==> src/rtl/float_unit_arbiter_pkg.sv <==
// Shared types and constants for the float unit arbiter.
// One FSM encoding serves both the adder and the multiplier channel.
package float_unit_arbiter_pkg;

    localparam int FLOAT_W = 32;
    localparam int GNT_W   = 2;

    typedef enum logic [1:0] {
        ST_ARB    = 2'd0,
        ST_ISSUE  = 2'd1,
        ST_WAIT_Z = 2'd2,
        ST_RETURN = 2'd3
    } arb_state_e;

endpackage

==> src/rtl/float_rr_channel.sv <==
// One round-robin channel: N_REQ requesters share one float unit.
// Requester and unit sides both use the STB/ACK handshake.
module float_rr_channel
    import float_unit_arbiter_pkg::*;
#(
    parameter int N_REQ = 3
) (
    input  logic                     clk,
    input  logic                     rst_n,
    input  logic [FLOAT_W*N_REQ-1:0] rq_a,
    input  logic [FLOAT_W*N_REQ-1:0] rq_b,
    input  logic [N_REQ-1:0]         rq_stb,
    output logic [N_REQ-1:0]         rq_ack,
    output logic [FLOAT_W-1:0]       rq_z,
    output logic [N_REQ-1:0]         rq_z_stb,
    input  logic [N_REQ-1:0]         rq_z_ack,
    output logic [FLOAT_W-1:0]       u_a,
    output logic [FLOAT_W-1:0]       u_b,
    output logic                     u_ab_stb,
    input  logic                     u_ab_ack,
    input  logic [FLOAT_W-1:0]       u_z,
    input  logic                     u_z_stb,
    output logic                     u_z_ack,
    output logic [GNT_W-1:0]         gnt
);

    arb_state_e          state_q;
    arb_state_e          state_d;
    logic [GNT_W-1:0]    ptr_q;
    logic [GNT_W-1:0]    gnt_q;
    logic [GNT_W-1:0]    pick;
    logic [GNT_W-1:0]    ptr_nxt;
    logic [N_REQ-1:0]    gnt_oh;
    logic [N_REQ-1:0]    pick_oh;
    logic [N_REQ-1:0]    ack_q;
    logic [FLOAT_W-1:0]  a_q;
    logic [FLOAT_W-1:0]  b_q;
    logic [FLOAT_W-1:0]  z_q;
    logic [FLOAT_W-1:0]  a_sel;
    logic [FLOAT_W-1:0]  b_sel;
    logic                z_ack_q;
    logic                ret_done;

    // Scan downward so the lowest offset from the pointer wins.
    function automatic logic [GNT_W-1:0] rr_pick(
        input logic [N_REQ-1:0] stb,
        input logic [GNT_W-1:0] ptr
    );
        logic [GNT_W-1:0] g;
        logic [N_REQ-1:0] sh;
        int               idx;
        g = ptr;
        for (int i = N_REQ - 1; i >= 0; i--) begin
            idx = int'(ptr) + i;
            if (idx >= N_REQ) idx = idx - N_REQ;
            sh = stb >> idx;
            if (sh[0]) g = GNT_W'(idx);
        end
        return g;
    endfunction

    assign pick     = rr_pick(rq_stb, ptr_q);
    assign pick_oh  = N_REQ'(1) << pick;
    assign gnt_oh   = N_REQ'(1) << gnt_q;
    assign a_sel    = FLOAT_W'(rq_a >> (FLOAT_W * int'(pick)));
    assign b_sel    = FLOAT_W'(rq_b >> (FLOAT_W * int'(pick)));
    assign ret_done = |(rq_z_ack & gnt_oh);
    assign ptr_nxt  = (int'(gnt_q) >= N_REQ - 1) ? '0
                                                 : gnt_q + GNT_W'(1);

    always_comb begin
        state_d = state_q;
        unique case (state_q)
            ST_ARB:    if (|rq_stb)  state_d = ST_ISSUE;
            ST_ISSUE:  if (u_ab_ack) state_d = ST_WAIT_Z;
            ST_WAIT_Z: if (u_z_stb)  state_d = ST_RETURN;
            ST_RETURN: if (ret_done) state_d = ST_ARB;
        endcase
    end

    always_ff @(posedge clk or negedge rst_n) begin
        if (!rst_n) begin
            state_q <= ST_ARB;
            ptr_q   <= '0;
            gnt_q   <= '0;
            ack_q   <= '0;
            a_q     <= '0;
            b_q     <= '0;
            z_q     <= '0;
            z_ack_q <= 1'b0;
        end else begin
            state_q <= state_d;
            ack_q   <= '0;
            z_ack_q <= 1'b0;
            if (state_q == ST_ARB && |rq_stb) begin
                gnt_q <= pick;
                a_q   <= a_sel;
                b_q   <= b_sel;
                ack_q <= pick_oh;
            end
            if (state_q == ST_WAIT_Z && u_z_stb) begin
                z_q     <= u_z;
                z_ack_q <= 1'b1;
            end
            if (state_q == ST_RETURN && ret_done) begin
                ptr_q <= ptr_nxt;
            end
        end
    end

    assign rq_ack   = ack_q;
    assign rq_z     = z_q;
    assign rq_z_stb = (state_q == ST_RETURN) ? gnt_oh : '0;
    assign u_a      = a_q;
    assign u_b      = b_q;
    assign u_ab_stb = (state_q == ST_ISSUE);
    assign u_z_ack  = z_ack_q;
    assign gnt      = gnt_q;

endmodule

==> src/rtl/float_unit_arbiter.sv <==
// Shares one float adder and one float multiplier among N_REQ filters.
// The two channels are fully independent and may run concurrently.
module float_unit_arbiter
    import float_unit_arbiter_pkg::*;
#(
    parameter int N_REQ = 3
) (
    input  logic                     i_CLK,
    input  logic                     i_RSTN,
    input  logic [FLOAT_W*N_REQ-1:0] i_RQ_ADD_A,
    input  logic [FLOAT_W*N_REQ-1:0] i_RQ_ADD_B,
    input  logic [N_REQ-1:0]         i_RQ_ADD_STB,
    output logic [N_REQ-1:0]         o_RQ_ADD_ACK,
    output logic [FLOAT_W-1:0]       o_RQ_ADD_Z,
    output logic [N_REQ-1:0]         o_RQ_ADD_Z_STB,
    input  logic [N_REQ-1:0]         i_RQ_ADD_Z_ACK,
    output logic [FLOAT_W-1:0]       o_ADD_A,
    output logic [FLOAT_W-1:0]       o_ADD_B,
    output logic                     o_ADD_AB_STB,
    input  logic                     i_ADD_AB_ACK,
    input  logic [FLOAT_W-1:0]       i_ADD_Z,
    input  logic                     i_ADD_Z_STB,
    output logic                     o_ADD_Z_ACK,
    output logic [GNT_W-1:0]         o_ADD_GNT,
    input  logic [FLOAT_W*N_REQ-1:0] i_RQ_MUL_A,
    input  logic [FLOAT_W*N_REQ-1:0] i_RQ_MUL_B,
    input  logic [N_REQ-1:0]         i_RQ_MUL_STB,
    output logic [N_REQ-1:0]         o_RQ_MUL_ACK,
    output logic [FLOAT_W-1:0]       o_RQ_MUL_Z,
    output logic [N_REQ-1:0]         o_RQ_MUL_Z_STB,
    input  logic [N_REQ-1:0]         i_RQ_MUL_Z_ACK,
    output logic [FLOAT_W-1:0]       o_MUL_A,
    output logic [FLOAT_W-1:0]       o_MUL_B,
    output logic                     o_MUL_AB_STB,
    input  logic                     i_MUL_AB_ACK,
    input  logic [FLOAT_W-1:0]       i_MUL_Z,
    input  logic                     i_MUL_Z_STB,
    output logic                     o_MUL_Z_ACK,
    output logic [GNT_W-1:0]         o_MUL_GNT
);

    float_rr_channel #(.N_REQ(N_REQ)) u_add_ch (
        .clk      (i_CLK),
        .rst_n    (i_RSTN),
        .rq_a     (i_RQ_ADD_A),
        .rq_b     (i_RQ_ADD_B),
        .rq_stb   (i_RQ_ADD_STB),
        .rq_ack   (o_RQ_ADD_ACK),
        .rq_z     (o_RQ_ADD_Z),
        .rq_z_stb (o_RQ_ADD_Z_STB),
        .rq_z_ack (i_RQ_ADD_Z_ACK),
        .u_a      (o_ADD_A),
        .u_b      (o_ADD_B),
        .u_ab_stb (o_ADD_AB_STB),
        .u_ab_ack (i_ADD_AB_ACK),
        .u_z      (i_ADD_Z),
        .u_z_stb  (i_ADD_Z_STB),
        .u_z_ack  (o_ADD_Z_ACK),
        .gnt      (o_ADD_GNT)
    );

    float_rr_channel #(.N_REQ(N_REQ)) u_mul_ch (
        .clk      (i_CLK),
        .rst_n    (i_RSTN),
        .rq_a     (i_RQ_MUL_A),
        .rq_b     (i_RQ_MUL_B),
        .rq_stb   (i_RQ_MUL_STB),
        .rq_ack   (o_RQ_MUL_ACK),
        .rq_z     (o_RQ_MUL_Z),
        .rq_z_stb (o_RQ_MUL_Z_STB),
        .rq_z_ack (i_RQ_MUL_Z_ACK),
        .u_a      (o_MUL_A),
        .u_b      (o_MUL_B),
        .u_ab_stb (o_MUL_AB_STB),
        .u_ab_ack (i_MUL_AB_ACK),
        .u_z      (i_MUL_Z),
        .u_z_stb  (i_MUL_Z_STB),
        .u_z_ack  (o_MUL_Z_ACK),
        .gnt      (o_MUL_GNT)
    );

endmodule

==> config.mk <==
export PLATFORM = sky130hd
export DESIGN_NAME = float_unit_arbiter
export DESIGN_NICKNAME = d
export VERILOG_FILES = /design/src/rtl/float_unit_arbiter_pkg.sv /design/src/rtl/float_rr_channel.sv /design/src/rtl/float_unit_arbiter.sv
export SDC_FILE = /design/constraint.sdc
export NUM_CORES = 1
export LEC_CHECK = 0
export CAP_MARGIN = 20
export CELL_PAD_IN_SITES_DETAIL_PLACEMENT = 2
export CELL_PAD_IN_SITES_GLOBAL_PLACEMENT = 2
export CORE_AREA = 2 2 268 270
export CTS_CLUSTER_DIAMETER = 120
export CTS_CLUSTER_SIZE = 25
export DETAILED_ROUTE_END_ITERATION = 10
export DIE_AREA = 0 0 270 272
export GPL_TIMING_DRIVEN = 0
export PLACE_DENSITY_LB_ADDON = 0.2
export SETUP_SLACK_MARGIN = 0.02
export SYNTH_ARGS = -nofsm -noshare
export SYNTH_HDL_FRONTEND = slang
export SYNTH_HIERARCHICAL = 1
export SYNTH_SLANG_ARGS = --single-unit
==> constraint.sdc <==
create_clock -name i_CLK -period 3.2 [get_ports i_CLK]
set_clock_uncertainty 0.05 [all_clocks]
set_input_delay 0.64 -clock i_CLK [delete_from_list [all_inputs] [get_ports i_CLK]]
set_output_delay 0.64 -clock i_CLK [all_outputs]
set_load 0.05 [all_outputs]
==> run summary <==
Wire length on met1: 21700 um
Hold Path Sink: u_add_ch/u_b[7]
Hold Vio Cnt, Final: 0
Cell mode on critical path: clkbuf_4
Worst hold path stage count: 2
Max Buffers Root-to-Sink: 3
Hold_sp: u_add_ch/u_b[7]
DRC violations left: 0
Crit path launch type: flip-flop
Mapped Nets: 1450
Die Y: 272 um
Starting DRT DRC Count: 367
Yosys Warn Count: 6
Via count: 10900
Delay-heaviest family, CP: compound AO/OA/AOI/OAI gates
Fillers: 7842
Hold Path Class: flip-flop to flip-flop
Ys flop type: dfrtp_1
Slew of the pin with the lowest slew margin: 825 ps
Detailed-route wire length: 60100 um
P per Cell Area: 1160 nW/um2
Clock sink total: 212
Synth Area in Adders: 2.07%
Complex-gate fraction of the synthesized area: 21.3%
Mux contribution to synthesized area: 15.0%
Slowest-stage cell, CP: dfrtp_2
Buffers added on ports: 677
Worst reg2reg setup slack: 170 ps
Worst Path Required: 3550 ps
Clock-pin transition on the worst setup and hold timing paths: 100 ps
Uppermost layer routed: met5
Post-synthesis register bit count: 212
FF-to-FF path depth: 11
RD Place Congestion: 0.863
Grt ovf: 0
Placed Cells incl. Taps: 2595
Number of flops mapped to enable cells by yosys: 0
CTS Buf Count: 14
Die Wd: 270 um
Min cycle time layout: 3030 ps
Max Slew Vio Count: 0
Crit path max fanout: 10
Average via count per standard cell: 4.17
Max-cap violation count: 0
Critical path data arrival time: 3380 ps
CTS tree: built
Clock latency on the worst-skew pair: 520 ps
Core ar.: 70800 um2
RSZ-0062 raised after global routing: false
Vias in the first global route: 12300
GRT Util Overall: 15.8%
DR WL met3: 5470 um
Worst VDD drop: 353 uV
DRT antenna net count: 0
First-pass GRT wire length: 87200 um
Nets@finish: 2146
Io pins: 678
Yosys cell types: 53
Layout Cells excl Fill: 2625
Leak pwr: 7.89 nW
Largest net degree at the start of global routing: 97
Share of cells above drive strength 1: 10.6%
Largest family of logic cells by synthesized area: compound AO/OA/AOI/OAI gates
Top cell type's share of synthesized area: 48.7%
Initial antenna violation count: 14
Synthesized area per cell: 11.3 um2
Status: complete, no violations
CTS Root Cell: clkbuf_16
Initial Util: 15.4%
Cell Area, Synth: 10900 um2
CP peak stage delay: 480 ps
Post-synthesis simple-gate area fraction: 5.71%
Post-Place Worst Slack: -555 ps
Most common cell after layout, fill and taps aside: clkdlybuf4s50_1
Die area: 73400 um2
H-tree depth: 1
CP bufs+invs: 4
Critical path endpoint category: flip-flop
Synth area leader: dfrtp_1
CP cell instances: inv_1 -> ha_1 -> buf_6 -> mux2_4 -> or2_1 -> a211oi_4 -> o21ai_2 -> clkbuf_4 -> clkbuf_4 -> a32oi_2 -> o21ai_1
Sequential-to-total area share from yosys stat: 48.7%
Cells after synthesis: 966
Post-Synth XOR/XNOR Area: 0%
R2R Path End: u_mul_ch/u_a[15]
DR WL met2: 31700 um
Synth async-reset ratio: 100%
Reg2reg start: u_mul_ch/ptr_q[1]
Drt first pass iters: 4
Crit Path Category: flip-flop to flip-flop
Most frequent cells in the layout: 676 x clkdlybuf4s50_1, 210 x dfrtp_1, 81 x inv_1, 81 x mux2i_1, 80 x nand2_1
Synth area leaders: dfrtp_1 49%, mux2i_1 7.6%, mux2_2 6.9%
Rows: 98
Final setup violation count: 0
Relative slew slack: 45.0%
DP HPWL: 48600 um
Fmax: 330 MHz
Crit share post-route: 94.6%
Setup slack after layout: 172 ps
Area grow syn2layout: 78.6%
Routed len/inst: 22.9 um
## power breakdown
group	total, mW	switching, mW	internal [mW]
logic	15.8	10.1	5.72
registers	4.81	0.802	4.01
clock network	2.03	1.14	0.882
## area by class of cell
class                           instances  area [um2]  area share [%]
Timing Repair Buffer                  681        6870            35.3
Sequential cell                       212        5310            27.3
Multi-Input combinational cell        597        4840            24.9
Tap cell                              950        1190            6.11
Buffer                                 75         505            2.60
Clock buffer                           16         379            1.95
Inverter                               81         304            1.56
Clock inverter                          6        53.8           0.276
Antenna cell                            7        17.5          0.0900
## synth_stat cells, types with 2 or more instances
cell type,count
dfrtp_1,212
and3_1,2
nor2b_1,4
nor2_1,21
nand2b_1,6
mux2_2,67
a211oi_1,8
buf_2,17
o21a_1,3
inv_1,81
buf_6,22
mux2_4,3
o31ai_1,53
a32oi_1,56
a21oi_1,9
a221o_1,51
o31a_1,2
o21ai_0,9
a222oi_1,2
ha_1,18
buf_1,6
o211ai_1,5
clkbuf_1,26
nand3b_1,4
nand2_1,80
buf_4,5
nor3_1,6
a21o_1,2
a21oi_2,2
nor3b_1,4
o221ai_1,9
nand4_1,4
o21ai_1,57
mux2i_1,83
a211oi_2,9
## worst register-to-register path, delay by kind of cell, from the launching register on
family / cells / cell delay, ps
buffers and inverters: 4 / 730
muxes: 1 / 310
AOI/OAI and AO/OA: 4 / 930
and+or+nand+nor: 1 / 260
DFF: 1 / 480
adders and majority gates: 1 / 160
## through the flow
stage / cell area [um2] / total power [mW] / utilization, % / hold slack, ps / setup TNS, ps
2_1_floorplan: 10900 / 14.8 / - / 294 / 0
3_3_place_gp: 18900 / 20.5 / 26.7 / 422 / -2026050
3_5_place_dp: 18900 / 20.7 / 26.7 / 427 / -31480
4_1_cts: 19400 / 23.0 / 27.4 / 459 / 0
5_1_grt: 19500 / 24.1 / 27.5 / 475 / 0
6_report: 19500 / 22.7 / 27.5 / 455 / 0
## state kept, by name (all words and copies together), names as in the netlist
name / cells
u_add_ch/rq_ack: 3
u_add_ch/u_z_ack: 1
u_add_ch/state_q: 2
u_mul_ch/u_a: 32
u_mul_ch/u_b: 32
u_mul_ch/ptr_q: 2
u_add_ch/u_a: 32
u_mul_ch/rq_ack: 3
u_add_ch/u_b: 32
u_mul_ch/rq_z: 32
u_mul_ch/u_z_ack: 1
u_mul_ch/state_q: 2
u_mul_ch/gnt: 2
u_add_ch/ptr_q: 2
u_add_ch/gnt: 2
u_add_ch/rq_z: 32
## routing by layer
layer	GRT usage [%]	up-vias
met5	0	-
met2	29.7	413
li1	-	4973
met1	16.5	5489
met3	6.21	56
met4	3.35	14
## how the worst max path moves through the flow
stage | startpoint | to | slack (ps) | cells after the start
3_5_place_dp | i_RQ_ADD_STB[1] | u_add_ch/u_a[0] | -550 | 8
2_1_floorplan | u_mul_ch/gnt[1] | o_RQ_MUL_Z_STB[2] | 590 | 1
4_1_cts | u_add_ch/ptr_q[0] | u_add_ch/u_a[0] | 20 | 9
6_report | u_mul_ch/ptr_q[1] | u_mul_ch/u_a[15] | 170 | 11
5_1_grt | u_mul_ch/ptr_q[1] | u_mul_ch/u_a[15] | 20 | 11
3_3_place_gp | i_RSTN | u_add_ch/rq_z[26] | -9490 | 1
## cells by family (layout without fill, tap and decap cells)
group	after synthesis	after routing
simple gates	137	137
flops	212	212
buf+inv	157	859
fa+ha+maj	18	18
mux	153	153
other cells	0	7
compound gates	289	289
## timing repair
item                       4_1_cts  5_1_grt
hold endpoints to repair        26        0
pin swaps                        0        1
resized for setup               13       13
setup endpoints to repair       86       63
hold buffers                     1        0
setup buffers                    0        1
No activity file was read; power rests on OpenSTA's default activity.
